### src/rtl/rsa_pkg.sv
// rsa_pkg -- shared definitions for the RSA datapath blocks.
//   DATA_W      : width of message, modulus and ciphertext
//   EXP_W       : width of the public exponent
//   state_t     : control states of the encryption sequencer
//   ENC_LATENCY : edges from the accepting start edge to the finish pulse
package rsa_pkg;

  localparam int DATA_W      = 16;
  localparam int EXP_W       = 8;
  localparam int K_W         = $clog2(EXP_W);
  localparam int CNT_W       = $clog2(DATA_W);
  localparam int ENC_LATENCY = 1 + DATA_W * (1 + 2 * EXP_W);

  localparam logic [DATA_W-1:0] N_MIN   = DATA_W'(2);
  localparam logic [CNT_W-1:0]  CNT_TOP = CNT_W'(DATA_W - 1);

  typedef enum logic [2:0] {
    IDLE   = 3'd0,
    REDUCE = 3'd1,
    MULR   = 3'd2,
    MULB   = 3'd3,
    DONE   = 3'd4
  } state_t;

endpackage

### src/rtl/rsa_mod_mult_serial.sv
// rsa_mod_mult_serial -- bit-serial interleaved modular multiplier.
// Computes p = a*b mod n in DATA_W cycles, scanning a MSB-first; requires b < n.
// Ports:
//   clk, rst : clock, synchronous active-high reset
//   go       : hold high for the whole multiply; phases may run back to back
//   a, b, n  : operands, held stable by the caller while go is high
//   done     : high during the cycle whose edge performs the final step
//   p        : result of the current step; equals a*b mod n while done is high
module rsa_mod_mult_serial
  import rsa_pkg::*;
(
  input  logic              clk,
  input  logic              rst,
  input  logic              go,
  input  logic [DATA_W-1:0] a,
  input  logic [DATA_W-1:0] b,
  input  logic [DATA_W-1:0] n,
  output logic              done,
  output logic [DATA_W-1:0] p
);

  logic [CNT_W-1:0]  cnt_r;
  logic [DATA_W-1:0] acc_r;
  logic [DATA_W-1:0] acc_in_s;
  logic [DATA_W:0]   dbl_s;
  logic [DATA_W-1:0] red1_s;
  logic [DATA_W:0]   sum_s;
  logic [DATA_W:0]   n_ext_s;

  // One interleaved step: double, reduce, conditionally add b, reduce.
  always_comb begin
    n_ext_s = {1'b0, n};
    // The counter sits at its top value at the start of every multiply,
    // so the accumulator is taken as zero there without a separate clear cycle.
    if (cnt_r == CNT_TOP) begin
      acc_in_s = {DATA_W{1'b0}};
    end else begin
      acc_in_s = acc_r;
    end
    dbl_s  = {acc_in_s, 1'b0};
    red1_s = DATA_W'((dbl_s >= n_ext_s) ? (dbl_s - n_ext_s) : dbl_s);
    if (a[cnt_r]) begin
      sum_s = {1'b0, red1_s} + {1'b0, b};
    end else begin
      sum_s = {1'b0, red1_s};
    end
    p    = DATA_W'((sum_s >= n_ext_s) ? (sum_s - n_ext_s) : sum_s);
    done = go && (cnt_r == {CNT_W{1'b0}});
  end

  // Accumulator and bit counter; the counter wraps so phases chain seamlessly.
  always_ff @(posedge clk) begin
    if (rst) begin
      cnt_r <= CNT_TOP;
      acc_r <= {DATA_W{1'b0}};
    end else if (go) begin
      cnt_r <= cnt_r - CNT_W'(1);
      acc_r <= p;
    end else begin
      cnt_r <= CNT_TOP;
      acc_r <= acc_r;
    end
  end

endmodule

### src/rtl/rsa_encrypt_core.sv
// rsa_encrypt_core -- RSA public-key operation C = M^e mod n.
// Right-to-left square-and-multiply; every exponent bit costs one multiply
// into the result (committed only when the bit is set) and one squaring,
// so the run time does not depend on the exponent value.
// Ports:
//   clk, rst       : clock, synchronous active-high reset
//   Input          : plaintext M (any value, reduced mod n internally)
//   encryptionKey  : public exponent e
//   n              : modulus
//   start          : request, sampled only in IDLE
//   Output         : ciphertext, registered, held between operations
//   finish         : one-cycle pulse when Output is updated
//   busy           : high while the exponentiation is running
//   err            : registered, set with finish when n < 2
module rsa_encrypt_core
  import rsa_pkg::*;
(
  input  logic              clk,
  input  logic              rst,
  input  logic [DATA_W-1:0] Input,
  input  logic [EXP_W-1:0]  encryptionKey,
  input  logic [DATA_W-1:0] n,
  input  logic              start,
  output logic [DATA_W-1:0] Output,
  output logic              finish,
  output logic              busy,
  output logic              err
);

  state_t            state_r;
  state_t            state_nx_s;
  logic [DATA_W-1:0] base_r;
  logic [DATA_W-1:0] result_r;
  logic [DATA_W-1:0] n_r;
  logic [DATA_W-1:0] out_r;
  logic [EXP_W-1:0]  e_r;
  logic [K_W-1:0]    k_r;
  logic              finish_r;
  logic              busy_r;
  logic              err_r;
  logic              accept_s;
  logic              go_s;
  logic              mul_done_s;
  logic [DATA_W-1:0] mul_a_s;
  logic [DATA_W-1:0] mul_b_s;
  logic [DATA_W-1:0] mul_p_s;

  assign Output = out_r;
  assign finish = finish_r;
  assign busy   = busy_r;
  assign err    = err_r;

  // The finish cycle is the tail of DONE, so a start coinciding with it is dropped.
  assign accept_s = start && !finish_r;

  rsa_mod_mult_serial u_mul (
    .clk  (clk),
    .rst  (rst),
    .go   (go_s),
    .a    (mul_a_s),
    .b    (mul_b_s),
    .n    (n_r),
    .done (mul_done_s),
    .p    (mul_p_s)
  );

  // State register.
  always_ff @(posedge clk) begin
    if (rst) begin
      state_r <= IDLE;
    end else begin
      state_r <= state_nx_s;
    end
  end

  // Next-state logic and multiplier operand selection.
  always_comb begin
    state_nx_s = state_r;
    go_s       = 1'b0;
    mul_a_s    = {DATA_W{1'b0}};
    mul_b_s    = {DATA_W{1'b0}};
    case (state_r)
      IDLE: begin
        if (accept_s) begin
          if (n < N_MIN) begin
            state_nx_s = DONE;
          end else begin
            state_nx_s = REDUCE;
          end
        end else begin
          state_nx_s = IDLE;
        end
      end
      REDUCE: begin
        // M * 1 mod n reduces a message that may exceed the modulus.
        go_s    = 1'b1;
        mul_a_s = base_r;
        mul_b_s = DATA_W'(1);
        if (mul_done_s) begin
          state_nx_s = MULR;
        end else begin
          state_nx_s = REDUCE;
        end
      end
      MULR: begin
        go_s    = 1'b1;
        mul_a_s = result_r;
        mul_b_s = base_r;
        if (mul_done_s) begin
          state_nx_s = MULB;
        end else begin
          state_nx_s = MULR;
        end
      end
      MULB: begin
        go_s    = 1'b1;
        mul_a_s = base_r;
        mul_b_s = base_r;
        if (mul_done_s) begin
          if (k_r == K_W'(EXP_W - 1)) begin
            state_nx_s = DONE;
          end else begin
            state_nx_s = MULR;
          end
        end else begin
          state_nx_s = MULB;
        end
      end
      DONE: begin
        state_nx_s = IDLE;
      end
      default: begin
        state_nx_s = IDLE;
      end
    endcase
  end

  // Operand latching, result/base updates and registered outputs.
  always_ff @(posedge clk) begin
    if (rst) begin
      base_r   <= {DATA_W{1'b0}};
      result_r <= {DATA_W{1'b0}};
      n_r      <= {DATA_W{1'b0}};
      e_r      <= {EXP_W{1'b0}};
      k_r      <= {K_W{1'b0}};
      out_r    <= {DATA_W{1'b0}};
      finish_r <= 1'b0;
      busy_r   <= 1'b0;
      err_r    <= 1'b0;
    end else begin
      finish_r <= (state_r == DONE);
      busy_r   <= (state_nx_s == REDUCE) || (state_nx_s == MULR) || (state_nx_s == MULB);
      case (state_r)
        IDLE: begin
          if (accept_s) begin
            base_r   <= Input;
            e_r      <= encryptionKey;
            n_r      <= n;
            result_r <= DATA_W'(1);
            k_r      <= {K_W{1'b0}};
          end
        end
        REDUCE: begin
          if (mul_done_s) begin
            base_r <= mul_p_s;
          end
        end
        MULR: begin
          if (mul_done_s && e_r[k_r]) begin
            result_r <= mul_p_s;
          end
        end
        MULB: begin
          if (mul_done_s) begin
            base_r <= mul_p_s;
            k_r    <= k_r + K_W'(1);
          end
        end
        DONE: begin
          if (n_r < N_MIN) begin
            out_r <= {DATA_W{1'b0}};
            err_r <= 1'b1;
          end else begin
            out_r <= result_r;
            err_r <= 1'b0;
          end
        end
        default: begin
          base_r <= base_r;
        end
      endcase
    end
  end

endmodule

### config.mk
export PLATFORM = sky130hd
export DESIGN_NAME = rsa_encrypt_core
export DESIGN_NICKNAME = d
export VERILOG_FILES = /design/src/rtl/rsa_pkg.sv /design/src/rtl/rsa_mod_mult_serial.sv /design/src/rtl/rsa_encrypt_core.sv
export SDC_FILE = /design/constraint.sdc
export NUM_CORES = 1
export LEC_CHECK = 0
export CAP_MARGIN = 30
export CORE_MARGIN = 2
export CORE_UTILIZATION = 65
export CTS_BUF_LIST = sky130_fd_sc_hd__clkbuf_4
export DETAILED_ROUTE_END_ITERATION = 12
export PLACE_DENSITY_LB_ADDON = 0.08
export SYNTH_ARGS = -nofsm -noshare
export SYNTH_HDL_FRONTEND = slang
export SYNTH_HIERARCHICAL = 1
export SYNTH_SLANG_ARGS = --single-unit
### constraint.sdc
create_clock -name clk -period 17.5 [get_ports clk]
set_input_delay 3.5 -clock clk [delete_from_list [all_inputs] [get_ports clk]]
set_output_delay 3.5 -clock clk [all_outputs]
set_load 0.005 [all_outputs]
== Yosys cells after proc, flatten, opt, wreduce, memory -nomap -nowiden ==
Cells that the tools add are included.

* Input bits: 43
* Output and inout port bits: 19
* Logic and storage cells: 85
* Flip-flop bits (word level): 101

* Reduce and logical (&&, ||, !) cells: 19
* Muxes and demuxes: 29
* Order comparisons: 6
* Eq/ne operators: 13
* Add/subtract/negate cells: 5
* Bitwise gates (word level): 1

{| class="wikitable"
|+ Operators by type and width
! kind !! count
|-
| 2-to-1 mux 16 bit || 8
|-
| case mux 16 bit (2 select lines) || 4
|-
| greater-or-equal comparator 17 x 16 -> 1 bit || 2
|-
| < comparator 16 x 2 -> 1 bit (second input constant) || 2
|-
| subtractor 16 bit || 2
|-
| 2-to-1 mux 3 bit || 6
|-
| adder 16 x 16 -> 17 bit || 1
|-
| 2-to-1 mux 17 bit || 1
|-
| equality test 3 x 2 -> 1 bit (second input constant) || 4
|-
| case mux 3 bit (4 select lines) || 1
|-
| AND reduction 3 bit || 3
|-
| equality test 3 x 1 -> 1 bit (second input constant) || 2
|-
| equality test 3 bit (second input constant) || 2
|-
| inequality test 2 bit (second input constant) || 3
|-
| case mux 3 bit (2 select lines) || 1
|-
| nonzero test 2 bit || 3
|-
| OR reduction 2 bit || 3
|-
| < comparator 4 x 5 -> 1 bit (second input constant) || 1
|-
| 2-to-1 mux 1 bit || 5
|-
| binary-select mux 1 bit (select 4 bit) || 1
|-
| equality test 4 bit (second input constant) || 1
|-
| logical NOT 4 bit || 1
|-
| < comparator 3 x 4 -> 1 bit (second input constant) || 1
|-
| subtractor 4 x 1 -> 4 bit (second input constant) || 1
|-
| other kinds (11) || 14
|}

== Logic depth before layout (Yosys ltp) ==
* Depth in word-level cells: 10
* Gate-level depth with buffers: 37
* Depth with buffers taken out: 33

== Modules after synthesis ==
Netlist, hierarchy kept.

{| class="wikitable"
|+ Modules (own cells, without submodules)
! module !! area an instance (µm²) !! seq. area each (µm²) !! times used !! cells each
|-
| rsa_mod_mult_serial || 4022.6 || 400.4 || 1 || 531
|-
| rsa_encrypt_core || 3519.6 || 1621.6 || 1 || 416
|}

== Worst setup path before layout ==
No wires, ideal clock.

* Kind: flip-flop to flip-flop
* Start: reg u_mul.cnt_r[1]
* End: reg result_r[0]
* Path slack: 10.542 ns
* Path buffers: 4
* Arrival time: 6.826 ns
* Cell stages (with the launch flop): 32
* Setup time: 0.132 ns
* Data required time: 17.368 ns
* Period minus slack after synthesis: 6.958 ns
* Cell sequence: dfxtp_1 > ha_1 > nand3_1 > clkbuf_1 > and2_1 > ha_1 > a2111o_1 > o21ai_2 > o221ai_1 > a21oi_4 > buf_4 > mux2_2 > ha_1 > nand3b_1 > a31oi_1 > nor3b_1 > o31ai_1 > a31oi_1 > xnor2_1 > mux2_2 > ha_1 > clkbuf_1 > nand2_1 > nor2_1 > a41o_1 > a311o_1 > a21o_1 > buf_6 > a211oi_1 > nor2_1 > nor4_1 > nor3_1

* Cells in the longest elaborated chain, start to end: 10
* Elaborated cells between the ends (all ways): 19
* Classes of those cells: add/sub (3); order compare (2); eq/ne (2); mux (8); reduce/logical (4)

{| class="wikitable"
|+ Ends and longest elaborated chain
! item !! line !! RTL
|-
| from (decl) || rsa_mod_mult_serial.sv:22 || <nowiki>logic [CNT_W-1:0] cnt_r;</nowiki>
|-
| from (signal assigned) || rsa_mod_mult_serial.sv:57 || <nowiki>cnt_r <= cnt_r - CNT_W'(1);</nowiki>
|-
| equality test 4 bit || rsa_mod_mult_serial.sv:35 || <nowiki>if (cnt_r == CNT_TOP) begin</nowiki>
|-
| 2-to-1 mux 16 bit || rsa_mod_mult_serial.sv:35 ||
|-
| greater-or-equal comparator 17 x 16 -> 1 bit or subtractor 16 bit (tied branches) || rsa_mod_mult_serial.sv:41 || <nowiki>red1_s = DATA_W'((dbl_s >= n_ext_s) ? (dbl_s - n_ext_s) : dbl_s);</nowiki>
|-
| 2-to-1 mux 16 bit || rsa_mod_mult_serial.sv:41 ||
|-
| adder 16 x 16 -> 17 bit || rsa_mod_mult_serial.sv:43 || <nowiki>sum_s = {1'b0, red1_s} + {1'b0, b};</nowiki>
|-
| 2-to-1 mux 17 bit * || rsa_mod_mult_serial.sv:42 || <nowiki>if (a[cnt_r]) begin</nowiki>
|-
| subtractor 16 bit or greater-or-equal comparator 17 x 16 -> 1 bit (tied branches) || rsa_mod_mult_serial.sv:47 || <nowiki>p = DATA_W'((sum_s >= n_ext_s) ? (sum_s - n_ext_s) : sum_s);</nowiki>
|-
| 2-to-1 mux 16 bit * || rsa_mod_mult_serial.sv:47 ||
|-
| via mul_p_s[0] || rsa_encrypt_core.sv:46 || <nowiki>logic [DATA_W-1:0] mul_p_s;</nowiki>
|-
| 2-to-1 mux 16 bit * || rsa_encrypt_core.sv:169 || <nowiki>if (mul_done_s && e_r[k_r]) begin</nowiki>
|-
| case mux 16 bit (2 select lines) * || rsa_encrypt_core.sv:153 || <nowiki>case (state_r)</nowiki>
|-
| to (signal assigned) || rsa_encrypt_core.sv:142 || <nowiki>result_r <= {DATA_W{1'b0}};</nowiki>
|-
| to (signal assigned) || rsa_encrypt_core.sv:170 || <nowiki>result_r <= mul_p_s;</nowiki>
|-
| to (decl) || rsa_encrypt_core.sv:33 || <nowiki>logic [DATA_W-1:0] result_r;</nowiki>
|}

Mark *: on every way through the listed nets, which the timed path passes. The rest lies on a longest branch. The select of a mux whose other input is x is not followed.
A chain may end at the register's enable or synchronous reset.

== Worst setup path in the final report ==
* Start: reg u_mul.cnt_r[0]
* End: reg base_r[9]

* Cells in the longest elaborated chain, start to end: 10
* Elaborated cells between the ends (all ways): 18
* Classes of those cells: add/sub (3); order compare (2); eq/ne (2); mux (8); reduce/logical (3)

{| class="wikitable"
|+ Ends and longest elaborated chain
! item !! line !! RTL
|-
| equality test 4 bit || rsa_mod_mult_serial.sv:35 ||
|-
| 2-to-1 mux 16 bit || rsa_mod_mult_serial.sv:35 ||
|-
| subtractor 16 bit or greater-or-equal comparator 17 x 16 -> 1 bit (tied branches) || rsa_mod_mult_serial.sv:41 ||
|-
| 2-to-1 mux 16 bit || rsa_mod_mult_serial.sv:41 ||
|-
| adder 16 x 16 -> 17 bit || rsa_mod_mult_serial.sv:43 ||
|-
| 2-to-1 mux 17 bit * || rsa_mod_mult_serial.sv:42 ||
|-
| subtractor 16 bit or greater-or-equal comparator 17 x 16 -> 1 bit (tied branches) || rsa_mod_mult_serial.sv:47 ||
|-
| 2-to-1 mux 16 bit * || rsa_mod_mult_serial.sv:47 ||
|-
| via mul_p_s[9] || rsa_encrypt_core.sv:46 ||
|-
| 2-to-1 mux 16 bit * || rsa_encrypt_core.sv:164, rsa_encrypt_core.sv:174 ||
|-
| case mux 16 bit (2 select lines) * || rsa_encrypt_core.sv:153 ||
|-
| to (signal assigned) || rsa_encrypt_core.sv:156 || <nowiki>base_r <= Input;</nowiki>
|-
| to (signal assigned) || rsa_encrypt_core.sv:165 || <nowiki>base_r <= mul_p_s;</nowiki>
|-
| to (signal assigned) || rsa_encrypt_core.sv:175 || <nowiki>base_r <= mul_p_s;</nowiki>
|-
| to (decl) || rsa_encrypt_core.sv:32 || <nowiki>logic [DATA_W-1:0] base_r;</nowiki>
|}

Marked as above.

==> results.sh <==
export IMPL_mostFrequentLayoutCells="nand2_1, dfxtp_1, a21oi_1"
export IMPL_rsz0062_at_grt="false"
export IMPL_drtIter0Drc=809
export IMPL_cts_num_sinks=101
export IMPL_crit_fanout=27
export IMPL_met1_usage_pct=45.6
export IMPL_fp_row_count=39
export IMPL_antenna_found_initial=0
export IMPL_ir_drop_mv=0.232
export IMPL_slew_headroom_pct=30.7
export IMPL_gr_usage_met3_pct=7.68
export IMPL_drive_above_1_share_pct=7.35
export IMPL_ys_seq_elements=101
export IMPL_post_drt_via_cell_ratio=6.56
export IMPL_grtUsageTotal_pct=36.3
export IMPL_wl_mm=22.5
export IMPL_tightest_slew_ns=1.03
export IMPL_insertion_delay_ns=0.51
export IMPL_antenna_left=0
export IMPL_met2_usage_pct=58.3
export IMPL_dp_hpwl_mm=17.1
export IMPL_cp_arrival_ns=9.39
export IMPL_port_buffers=61
export IMPL_holdBufCountCts=0
export IMPL_yosys_warnings=6
export IMPL_yosys_area_top_type="dfxtp_1"
export IMPL_cp_depth=28
export IMPL_die_h_um=112
export IMPL_path_clk_slew_ns=0.16
export IMPL_grt_start_max_net_pins=88
export IMPL_slowest_stage="a21o_1"
export IMPL_regArea_mm2=0.00202
export IMPL_clock_skew_ns=0.0240
export IMPL_cts_tree="built"
export IMPL_grt_first_pass_wirelength_mm=36.1
export IMPL_setup_viol=0
export IMPL_fmax_mhz=111
export IMPL_cts_made_buffers=9
export IMPL_worstPathRequired_ns=17.91
export IMPL_yosys_most_used_dff="dfxtp_1"
export IMPL_placed_area_mm2=0.00813
export IMPL_start_kind="register"
export IMPL_setup_tns_ns=0
export IMPL_synth_area_mm2=0.00754
export IMPL_hold_ws_ns=0.464
export IMPL_die_area_mm2=0.0125
export IMPL_synthCells=947
export IMPL_die_x_um=112
export IMPL_worstSetupPathType="register to register"
export IMPL_critPathMaxStageDelay_ns=0.79
export IMPL_grt_overflow_total=0
export IMPL_drc_errors=0
export IMPL_drv_cap=0
export IMPL_cts_resized_gates=0
export IMPL_fillers=905
export IMPL_grt_busiest_layer="met2"
export IMPL_finish_utilization_pct=73.1
export IMPL_cpLargestDelayFamily="compound AO/OA/AOI/OAI gates"
export IMPL_drv_slew=0
export IMPL_hp_class="register to register"
export IMPL_initial_core_util_pct=66.3
export IMPL_final_cell_area_mm2=0.00831
export IMPL_first_pass_iters=6
export IMPL_clockRootBuffer="clkbuf_4"
export IMPL_status="completed"
export IMPL_ys_types=77
export IMPL_cts_max_level=3
export IMPL_cp_end_kind="register"
export IMPL_detail_route_wl_per_cell_um=20.1
export IMPL_antenna_cells=0
export IMPL_r2r_worst_path_cells=28
export IMPL_syn_to_final_growth_pct=10.2
export IMPL_first_global_vias=7118
export IMPL_post_route_period_util_pct=51.3
export IMPL_syn_avg_cell_area_um2=7.96
export IMPL_async_flop_share_pct=0
export IMPL_vias=7372
export IMPL_multi_input_area_mm2=0.00511
export IMPL_final_hold_viol_count=0
export IMPL_io_pins=62
export IMPL_holdPathStages=2
export IMPL_synth_nets=1047
export IMPL_synth_top_area_share_pct=26.8
export IMPL_postCtsSetupRepairBufs=0
export IMPL_routabilityCongestion=1.06
export IMPL_cts_buffer_depth=2
export IMPL_mostFrequentLayoutCell="nand2_1"
export IMPL_ys_seq_area_share_pct=26.8
export IMPL_core_area_mm2=0.0114
export IMPL_synth_area_leaders="dfxtp_1, ha_1, nand2_1"
export IMPL_synth_edf_count=0
export IMPL_fin_crit_ns=8.98
export IMPL_cellLeakagePower_nw=3.47
export IMPL_nNetsFinal=1075
export IMPL_cp_num_buf_inv=1
export IMPL_p_per_area_mw_per_mm2=141
==> layer usage <==
layer	wire length (um)	share of wire [%]
met5	0	0
met4	1290	5.7
met3	2070	9.2
met2	10300	46
met1	8860	39
==> cells in the mapped netlist (3+ instances only) <==
master and number:
a211o_1 4, a211oi_1 4, a21o_1 10, a21oi_1 87, a22o_1 31, a311oi_1 18
a31oi_1 10, and2_1 32, and3_1 7, buf_2 12, buf_4 4, buf_6 4
clkbuf_1 27, dfxtp_1 101, fa_1 3, ha_1 54, inv_1 43, mux2_2 21
mux2_4 5, mux2i_1 14, mux4_2 5, nand2_1 149, nand2b_1 7, nand3_1 26
nand4_1 8, nor2_1 62, nor2b_1 11, nor3_1 13, nor3b_1 17, nor4_1 9
o211ai_1 4, o21a_1 8, o21ai_0 34, o21bai_1 3, o221ai_1 3, o31a_1 5
o31ai_1 3, or2_2 4, or3_1 4, xnor2_1 24, xor2_1 13
==> final timing paths <==
path                        from   endpoint  slack [ns]
setup / recovery  u_mul/cnt_r[0]  base_r[9]        8.52
hold / removal         Output[4]  Output[4]        0.46
setup reg to reg  u_mul/cnt_r[0]  base_r[9]        8.52
hold reg to reg        Output[4]  Output[4]        0.46
==> cell families after synthesis <==
logic type	synth area share [%]
multiplexers	7.48
adder cells (fa/ha/maj)	9.75
AND/OR/NAND/NOR	23.4
AO/OA/AOI/OAI	22.8
buffers and inverters	5.49
XOR/XNOR	4.30
flip-flops	26.8
==> metrics by stage <==
stage,total power [mW],setup WS [ns],instances
4_1_cts,1.15,8.68,1123
3_5_place_dp,0.993,8.71,1107
2_1_floorplan,0.838,10.54,947
6_report,1.17,8.52,1123
3_3_place_gp,0.969,9.10,1106
5_1_grt,1.24,7.87,1123
==> state kept, by name, indices dropped and copies added, names as in the netlist <==
signal	flops
k_r	3
state_r	3
result_r	16
finish	1
err	1
u_mul/acc_r	16
e_r	8
base_r	16
Output	16
u_mul/cnt_r	4
n_r	16
busy	1
==> worst min-delay path, delay by kind of cell (launching register included) <==
family / cells / cell delay [ns]
AOI/OAI and AO/OA: 1 / 0.05
DFF: 1 / 0.34
and+or+nand+nor: 1 / 0.05
==> power by group <==
| group | switching (mW) | leakage (nW) | total [mW] | internal [mW] |
|---|---|---|---|---|
| logic | 0.455 | 2.55 | 0.748 | 0.293 |
| clock network | 0.0888 | 0.0948 | 0.149 | 0.0603 |
| registers | 0.0187 | 0.823 | 0.273 | 0.254 |
==> area by class of cell <==
class | instances | share of cell area, %
Multi-Input combinational cell | 753 | 61.5
Inverter | 44 | 2.05
Clock buffer | 9 | 0.813
Timing Repair Buffer | 66 | 7.83
Clock inverter | 7 | 1.33
Tap cell | 143 | 2.15
Sequential cell | 101 | 24.3
Power figures use the tool's default switching activity.
